## src/rtl/alu_issue.sv

```systemverilog
// Decode / operand-issue stage in front of the 16-bit ALU.
// Accepts instructions on a valid/ready handshake, reads an 8-entry register
// file, tracks outstanding destinations in a per-register scoreboard and
// drives registered operands to the ALU. Results return on the writeback port.
// Optional feature: define ALU_ISSUE_BYPASS_EN to forward same-cycle writeback
// data into the operands and drop the returning register from the stall check.
module alu_issue #(
  parameter int unsigned DATA_W = 16,
  parameter int unsigned IMM_W  = 3
) (
  input  logic              clk,
  input  logic              rst_n,
  input  logic              instr_valid_i,
  input  logic [15:0]       instr_i,
  output logic              instr_ready_o,
  output logic              issue_valid_o,
  output logic [DATA_W-1:0] alu_a_o,
  output logic [DATA_W-1:0] alu_b_o,
  output logic [2:0]        alu_op_o,
  output logic [2:0]        issue_rd_o,
  input  logic              wb_en_i,
  input  logic [2:0]        wb_rd_i,
  input  logic [DATA_W-1:0] wb_data_i
);

  localparam logic [2:0] OpNop = 3'b111;

  // Instruction fields
  logic [2:0]       op, rd, rs, rt;
  logic             imm_sel;
  logic [IMM_W-1:0] imm;

  assign op      = instr_i[15:13];
  assign rd      = instr_i[12:10];
  assign rs      = instr_i[9:7];
  assign rt      = instr_i[6:4];
  assign imm_sel = instr_i[3];
  assign imm     = instr_i[IMM_W-1:0];

  // State
  logic [DATA_W-1:0] rf_q [8];
  logic [DATA_W-1:0] rf_d [8];
  logic [7:0]        pending_q, pending_d;
  logic              issue_valid_q, issue_valid_d;
  logic [DATA_W-1:0] alu_a_q, alu_a_d;
  logic [DATA_W-1:0] alu_b_q, alu_b_d;
  logic [2:0]        alu_op_q, alu_op_d;
  logic [2:0]        issue_rd_q, issue_rd_d;

  // Writeback to R0 is ignored entirely, so it never touches storage or pending.
  logic       wb_hit;
  logic [7:0] wb_mask;
  logic [7:0] pend_eff;
  logic       stall;
  logic       accept;
  logic       issue;
  logic [DATA_W-1:0] src_s, src_t, op_b;

  assign wb_hit  = wb_en_i && (wb_rd_i != 3'd0);
  assign wb_mask = wb_hit ? (8'b1 << wb_rd_i) : 8'b0;

`ifdef ALU_ISSUE_BYPASS_EN
  // A result arriving this cycle no longer blocks its consumers.
  assign pend_eff = pending_q & ~wb_mask;
`else
  assign pend_eff = pending_q;
`endif

  // Hazard check: RAW on sources (rt only when used), WAW on a real destination.
  assign stall = pend_eff[rs]
               | (!imm_sel && pend_eff[rt])
               | ((rd != 3'd0) && pend_eff[rd]);

  assign instr_ready_o = !stall && rst_n;
  assign accept        = instr_valid_i && instr_ready_o;
  assign issue         = accept && (op != OpNop);

  // Operand read: pre-edge register contents, R0 hardwired to zero.
  always_comb begin
    src_s = (rs == 3'd0) ? '0 : rf_q[rs];
    src_t = (rt == 3'd0) ? '0 : rf_q[rt];
`ifdef ALU_ISSUE_BYPASS_EN
    if (wb_hit && (wb_rd_i == rs)) src_s = wb_data_i;
    if (wb_hit && (wb_rd_i == rt)) src_t = wb_data_i;
`endif
    op_b = imm_sel ? {{(DATA_W-IMM_W){1'b0}}, imm} : src_t;
  end

  // Register file next state: writeback only.
  always_comb begin
    rf_d = rf_q;
    if (wb_hit) rf_d[wb_rd_i] = wb_data_i;
  end

  // Scoreboard next state: clear on writeback, then set on issue so set wins.
  always_comb begin
    pending_d = pending_q & ~wb_mask;
    if (issue && (rd != 3'd0)) pending_d[rd] = 1'b1;
  end

  // Issue outputs: pulse valid for one cycle per issue, otherwise hold operands.
  always_comb begin
    issue_valid_d = 1'b0;
    alu_a_d       = alu_a_q;
    alu_b_d       = alu_b_q;
    alu_op_d      = alu_op_q;
    issue_rd_d    = issue_rd_q;
    if (issue) begin
      issue_valid_d = 1'b1;
      alu_a_d       = src_s;
      alu_b_d       = op_b;
      alu_op_d      = op;
      issue_rd_d    = rd;
    end
  end

  // State registers with asynchronous reset.
  always_ff @(posedge clk or negedge rst_n) begin
    if (!rst_n) begin
      for (int i = 0; i < 8; i++) rf_q[i] <= '0;
      pending_q     <= '0;
      issue_valid_q <= 1'b0;
      alu_a_q       <= '0;
      alu_b_q       <= '0;
      alu_op_q      <= 3'b000;
      issue_rd_q    <= 3'd0;
    end else begin
      rf_q          <= rf_d;
      pending_q     <= pending_d;
      issue_valid_q <= issue_valid_d;
      alu_a_q       <= alu_a_d;
      alu_b_q       <= alu_b_d;
      alu_op_q      <= alu_op_d;
      issue_rd_q    <= issue_rd_d;
    end
  end

  assign issue_valid_o = issue_valid_q;
  assign alu_a_o       = alu_a_q;
  assign alu_b_o       = alu_b_q;
  assign alu_op_o      = alu_op_q;
  assign issue_rd_o    = issue_rd_q;

endmodule

```

## config.mk

```make
export PLATFORM = sky130hd
export DESIGN_NAME = alu_issue
export DESIGN_NICKNAME = d
export VERILOG_FILES = /design/src/rtl/alu_issue.sv
export SDC_FILE = /design/constraint.sdc
export NUM_CORES = 1
export LEC_CHECK = 0
export CAP_MARGIN = 20
export CORE_MARGIN = 8
export CORE_UTILIZATION = 50
export CTS_CLUSTER_SIZE = 28
export DETAILED_ROUTE_END_ITERATION = 10
export HOLD_SLACK_MARGIN = 0.05
export PLACE_DENSITY = 0.74
export SLEW_MARGIN = 40
export SYNTH_ARGS = -nofsm -noshare
export SYNTH_HDL_FRONTEND = slang
export SYNTH_SLANG_ARGS = --single-unit
```

## constraint.sdc

```tcl
create_clock -name clk -period 2.4 [get_ports clk]
set_clock_uncertainty 0.1 [all_clocks]
set_input_delay 0.36 -clock clk [delete_from_list [all_inputs] [get_ports clk]]
set_output_delay 0.36 -clock clk [all_outputs]
set_load 0.1 [all_outputs]
```

==> flow_metrics.env, run 1 <==
export IMPL_root_buffer="clkbuf_16"
export IMPL_clk_path_buf_depth=2
export IMPL_min_path_type="flip-flop to flip-flop"
export IMPL_fp_dieH_um=145
export IMPL_antenna_found_initial=0
export IMPL_yosysWarnings=0
export IMPL_firstDrtPassIters=5
export IMPL_drt_wirelength_per_cell_um=23.5
export IMPL_drtAntennaViolNets=0
export IMPL_worstPathMaxFanout=3
export IMPL_cts_sinks=164
export IMPL_clock_latency_ns=0.43
export IMPL_h_tree_depth=4
export IMPL_final_layout_size_suffix_gt1_frac=0.492
export IMPL_drtIter0Drc=434
export IMPL_synth_top_cell_area_share=0.493
export IMPL_layout_setup_ws_ns=-0.192
export IMPL_routed_wl_um=22100
export IMPL_coreArea_sq_um=16400
export IMPL_yosys_register_bits=164
export IMPL_tightest_slew_ns=0.630
export IMPL_hold_viol=0
export IMPL_synthDistinctLibCells=34
export IMPL_required_ns=1.94
export IMPL_place_gp_congestion=0.848
export IMPL_cp_start_kind="flip-flop"
export IMPL_p_per_area_nw_per_um2=1130
export IMPL_grt_first_pass_wirelength_um=35500
export IMPL_slew_violations=0
export IMPL_area_delta_synth_final_pct=23.4
export IMPL_rows=47
export IMPL_setup_viol=39
export IMPL_grt_use_total=0.215
export IMPL_end_kind="primary output"
export IMPL_postSynthNetCount=655
export IMPL_fin_nets=748
export IMPL_p_leak_nw=4.53
export IMPL_cts_inserted_buffers=17
export IMPL_dieWidth_um=145
export IMPL_synthesis_area_sq_um=8330
export IMPL_fin_crit_sh=1.08
export IMPL_max_freq_ghz=0.386
export IMPL_grt_max_degree=165
export IMPL_max_cap_violations=0
export IMPL_clk_pin_slew_ns=0.06
export IMPL_preCtsSetupSlack_ns=-0.674
export IMPL_avgSynthCellArea_sq_um=13.5
export IMPL_initial_utilization=0.508
export IMPL_syn_inst=616
export IMPL_yosysSeqAreaShare=0.493
export IMPL_antenna_cells=0
export IMPL_place_hpwl_um=13400
export IMPL_synthTopCellsByArea="dfrtp_1 49%, mux2_2 21%, mux4_2 7.8%"
export IMPL_fin_setup_tns_ns=-1.92
export IMPL_numPortBuffers=78
export IMPL_failed_checks="negative setup slack"
export IMPL_vdd_drop_max_mv=0.965
export IMPL_slew_headroom=0.580
export IMPL_grt_pass1_vias=6230
export IMPL_io_pin_count=79
export IMPL_vias=5760
export IMPL_worstPathArrival_ns=2.13
export IMPL_status="finished, violations left"
export IMPL_rsz0062_at_grt="true"
export IMPL_critPathKind="flip-flop to primary output"
export IMPL_gr_total_overflow=0
export IMPL_synth_largest_area_cell="dfrtp_1"
export IMPL_drc=0
export IMPL_cts_tree="yes"
export IMPL_post_route_min_period_ns=2.59
export IMPL_die_area_sq_um=21000
export IMPL_viasPerCell=6.11
through the flow:
step                       util  power [mW]  area [sq um]  std cells  hold WS (ns)
after global placement    0.583        8.72          9560        903         0.262
after detailed placement  0.583        8.85          9560        903         0.263
after global routing      0.626        12.1         10300        942         0.283
after CTS                 0.627        11.7         10300        943        0.0796
after floorplan               -        7.67          8400        616       -0.0356
final                     0.626        11.6         10300        942         0.279
routing by layer:
metal,wire (um),vias up,track usage
met5,0,-,0
met3,1320,44,0.0454
li1,-,2496,-
met1,9140,2992,0.271
met2,11200,228,0.358
met4,458,0,0.0802
layout make-up:
class	count	area (sq um)
Clock buffer	23	498
Timing Repair Buffer	129	1250
Sequential cell	164	4100
Inverter	6	22.5
Clock inverter	9	100
Multi-Input combinational cell	391	4030
Tap cell	220	275
Fill cell	1232	6130
layout by cell type, fill, tap and decap left out, drive strengths merged, types with 2 or more instances in the layout:
cell           count
bufinv             2
clkinv             6
clkbuf            23
dfrtp            164
nand3              2
mux2             190
nor2b              8
nand4b             3
nor4bb             2
o21ai             16
nor3              14
clkdlybuf4s50     33
nand2             23
a221oi            30
o31ai              4
nor2              36
buf               94
mux4              29
inv                5
mux2i             11
clkinvlp           2
o22ai             10
nand2b             2
sequential cells by signal, summed over array words and instances, names as in the netlist:
name	cells
alu_a_o	16
alu_op_o	3
rf_q	117
alu_b_o	16
issue_valid_o	1
issue_rd_o	3
pend_eff	8
final timing paths:
check,from,endpoint,slack [ns],cells after the start
max in group asynchronous,rst_n,rf_q[71],1.00,4
setup reg to reg,pend_eff[3],alu_b_o[10],-0.06,7
setup / recovery,pend_eff[2],instr_ready_o,-0.19,6
hold / removal,rf_q[119],rf_q[119],0.28,0
min in group asynchronous,rst_n,rf_q[82],0.39,3
hold reg to reg,rf_q[119],rf_q[119],0.28,0
logic make-up (layout without fill, tap and decap cells):
family | Yosys count | count (layout) | share of synthesized area
multiplexers | 230 | 230 | 0.363
flip-flops | 164 | 164 | 0.493
AND/OR/NAND/NOR | 96 | 96 | 0.0544
AO/OA/AOI/OAI | 65 | 65 | 0.0573
buffers and inverters | 61 | 167 | 0.0325
power breakdown:
part	switching [mW]	internal, mW
clock network	1.07	1.66
logic	3.12	1.71
registers	0.533	3.51
synthesized netlist by cell type:
master,number
dfrtp_1,164
mux2_2,158
clkbuf_1,42
nor2_1,36
mux2_4,32
a221oi_1,30
mux4_2,29
nand2_1,23
o21ai_0,16
nor3_1,14
mux2i_1,11
o22ai_1,10
nor2b_1,8
buf_1,7
buf_6,5
inv_1,5
o31ai_1,4
nand4b_1,3
nand2b_1,2
nand3_1,2
nor4bb_1,2
a21oi_1,1
a22oi_1,1
a2bb2oi_1,1
and3_1,1
buf_4,1
clkinv_1,1
nand3b_1,1
nand4_1,1
o2111a_1,1
o41ai_1,1
or2_2,1
or3b_2,1
or4_1,1
what timing repair did:
action                                  CTS  global route
hold endpoints to repair                  0            58
gates cloned                              2             0
endpoints found under the setup margin   44            43
pin swaps                                 3             1
resized for setup                        12             8
buffers inserted                          7             0
hold buffers                              0             1
worst max-delay path, stage by stage, from the launching register on:
cell,delay [ns]
dfrtp_1,0.41
mux4_2,0.49
mux2i_1,0.18
o41ai_2,0.11
buf_4,0.15
nor3_4,0.15
buf_12,0.20
Power figures use the tool's default switching activity.
==> inputs of run 2 (changes only) <==
Settings changed: REMOVE_ABC_BUFFERS from default to 1.
==> flow_metrics.env, run 2 (synthesized netlist as in run 1, its figures left out) <==
export IMPL_stdcell_count=947
export IMPL_drc=0
export IMPL_tightest_slew_ns=0.674
export IMPL_grt_first_pass_wirelength_um=35800
export IMPL_max_freq_ghz=0.380
export IMPL_p_int_mw=6.91
export IMPL_ff2ff_path_depth=7
export IMPL_slew_headroom=0.551
export IMPL_cp_start_kind="flip-flop"
export IMPL_reg2reg_to="alu_b_o[13]"
export IMPL_final_common_cell="dfrtp_1"
export IMPL_coreArea_sq_um=16400
export IMPL_critPathKind="flip-flop to primary output"
export IMPL_setup_viol=35
export IMPL_h_tree_depth=4
export IMPL_end_kind="primary output"
export IMPL_place_hpwl_um=14000
export IMPL_endpoint="instr_ready_o"
export IMPL_grt_use_total=0.218
export IMPL_area_delta_synth_final_pct=24.2
export IMPL_antenna_cells=0
export IMPL_seqPwrFrac=0.346
export IMPL_fin_setup_tns_ns=-4.06
export IMPL_failed_checks="negative setup slack"
export IMPL_fin_area_sq_um=10300
export IMPL_crit_buf_inv=2
export IMPL_p_per_area_nw_per_um2=1130
export IMPL_rsz0062_at_grt="true"
export IMPL_dieWidth_um=145
export IMPL_largest_reg_flops=117
export IMPL_io_pin_count=79
export IMPL_clk_path_buf_depth=2
export IMPL_hold_viol=0
export IMPL_post_route_min_period_ns=2.63
export IMPL_clk_pin_slew_ns=0.06
export IMPL_pwr_share_clk=0.239
export IMPL_rows=47
export IMPL_top_register="rf_q"
export IMPL_vias=5811
export IMPL_dp_cells=906
export IMPL_routed_wl_um=22900
export IMPL_cts_sinks=164
export IMPL_timing_rr_start="pend_eff[7]"
export IMPL_slowest_stage="mux4_2"
export IMPL_clock_latency_ns=0.43
export IMPL_place_area_sq_um=9550
export IMPL_cts_inserted_buffers=17
export IMPL_drt_wirelength_per_cell_um=24.2
export IMPL_required_ns=1.94
export IMPL_grt_max_degree=114
export IMPL_sw_frac_of_total=0.410
export IMPL_fp_dieH_um=145
export IMPL_worst_path_stages=6
export IMPL_slew_violations=0
export IMPL_antenna_found_initial=0
export IMPL_p_comb_frac=0.415
export IMPL_max_cap_violations=0
export IMPL_root_buffer="clkbuf_16"
export IMPL_fin_nets=753
export IMPL_cts_tree="yes"
export IMPL_reg2reg_slack_ns=-0.15
export IMPL_viasPerCell=6.14
export IMPL_critical_path_max_stage_delay_ns=0.49
export IMPL_firstDrtPassIters=5
export IMPL_gr_total_overflow=0
export IMPL_grt_pass1_vias=6245
export IMPL_path_cells="mux4_2 > mux2i_1 > o41ai_2 > buf_4 > nor3_4 > buf_12"
export IMPL_vdd_drop_max_mv=0.935
export IMPL_final_cell_mix="164 x dfrtp_1, 158 x mux2_2, 76 x buf_4"
export IMPL_worstPathMaxFanout=3
export IMPL_p_switching_mw=4.79
export IMPL_initial_utilization=0.508
export IMPL_drtIter0Drc=547
export IMPL_numPortBuffers=78
export IMPL_status="finished, violations left"
export IMPL_fin_crit_sh=1.10
export IMPL_startpoint="pend_eff[3]"
export IMPL_min_path_type="flip-flop to flip-flop"
export IMPL_die_area_sq_um=21000
export IMPL_cpLargestDelayFamily="multiplexers"
export IMPL_p_leak_nw=4.56
export IMPL_fin_util=0.631
export IMPL_place_gp_congestion=0.833
export IMPL_worstPathArrival_ns=2.17
export IMPL_layout_setup_ws_ns=-0.229
export IMPL_final_layout_size_suffix_gt1_frac=0.494
export IMPL_drtAntennaViolNets=0
==> run 2: cell types whose count changed in the layout (fill, tap and decap cells not counted), sizes merged <==
cell | previous run | this run
clkinv | 6 | 2
clkbuf | 23 | 24
clkinvlp | 2 | 4
buf | 94 | 98
clkdlybuf4s50 | 33 | 32
inv | 5 | 7
dlygate4sd2 | 1 | 2
==> run 2: cell type report <==
| cell class | count | area (sq um) |
|---|---|---|
| Inverter | 6 | 22.5 |
| Multi-Input combinational cell | 391 | 4030 |
| Tap cell | 220 | 275 |
| Clock inverter | 9 | 116 |
| Clock buffer | 23 | 498 |
| Timing Repair Buffer | 134 | 1300 |
| Fill cell | 1225 | 6060 |
| Sequential cell | 164 | 4100 |
==> run 2: how the worst min path moves through the flow <==
stage	slack [ns]	cells after the start	endpoint	start
2_1_floorplan	-0.04	0	alu_a_o[0]	rst_n
3_3_place_gp	0.26	0	rf_q[115]	rf_q[115]
3_5_place_dp	0.26	0	rf_q[115]	rf_q[115]
4_1_cts	0.28	0	rf_q[119]	rf_q[119]
5_1_grt	0.29	0	rf_q[124]	rf_q[124]
6_report	0.27	0	rf_q[124]	rf_q[124]
==> run 2: per-layer routing <==
metal | vias up | routed length, um | track usage
met3 | 27 | 1220 | 0.0485
met4 | 0 | 321 | 0.0755
met2 | 221 | 11600 | 0.366
met5 | - | 0 | 0
li1 | 2495 | - | -
met1 | 3068 | 9730 | 0.275
==> run 2: power groups by stage <==
stage,clock [mW],combinational [mW],sequential [mW]
6_report,2.80,4.86,4.05
5_1_grt,2.96,5.05,4.13
4_1_cts,2.84,4.86,4.03
3_5_place_dp,0,4.77,4.06
3_3_place_gp,0,4.69,4.01
2_1_floorplan,0,1.49,6.08
==> run 2: repair_timing <==
item / in CTS / in global routing
hold buffers: 1 / 0
cloned: 3 / 1
endpoints found under the hold margin: 164 / 0
pin swaps: 2 / 1
setup buffers: 4 / 5
setup endpoints to repair: 47 / 40
resized for setup: 12 / 11
==> run 2: stage by stage <==
step	hold slack, ns	setup slack (ns)	power (mW)
floorplan	-0.0356	-1.20	7.57
global placement	0.262	-0.883	8.70
detailed placement	0.263	-0.928	8.83
CTS	0.278	-0.243	11.7
global route	0.286	-0.299	12.1
finish	0.274	-0.229	11.7
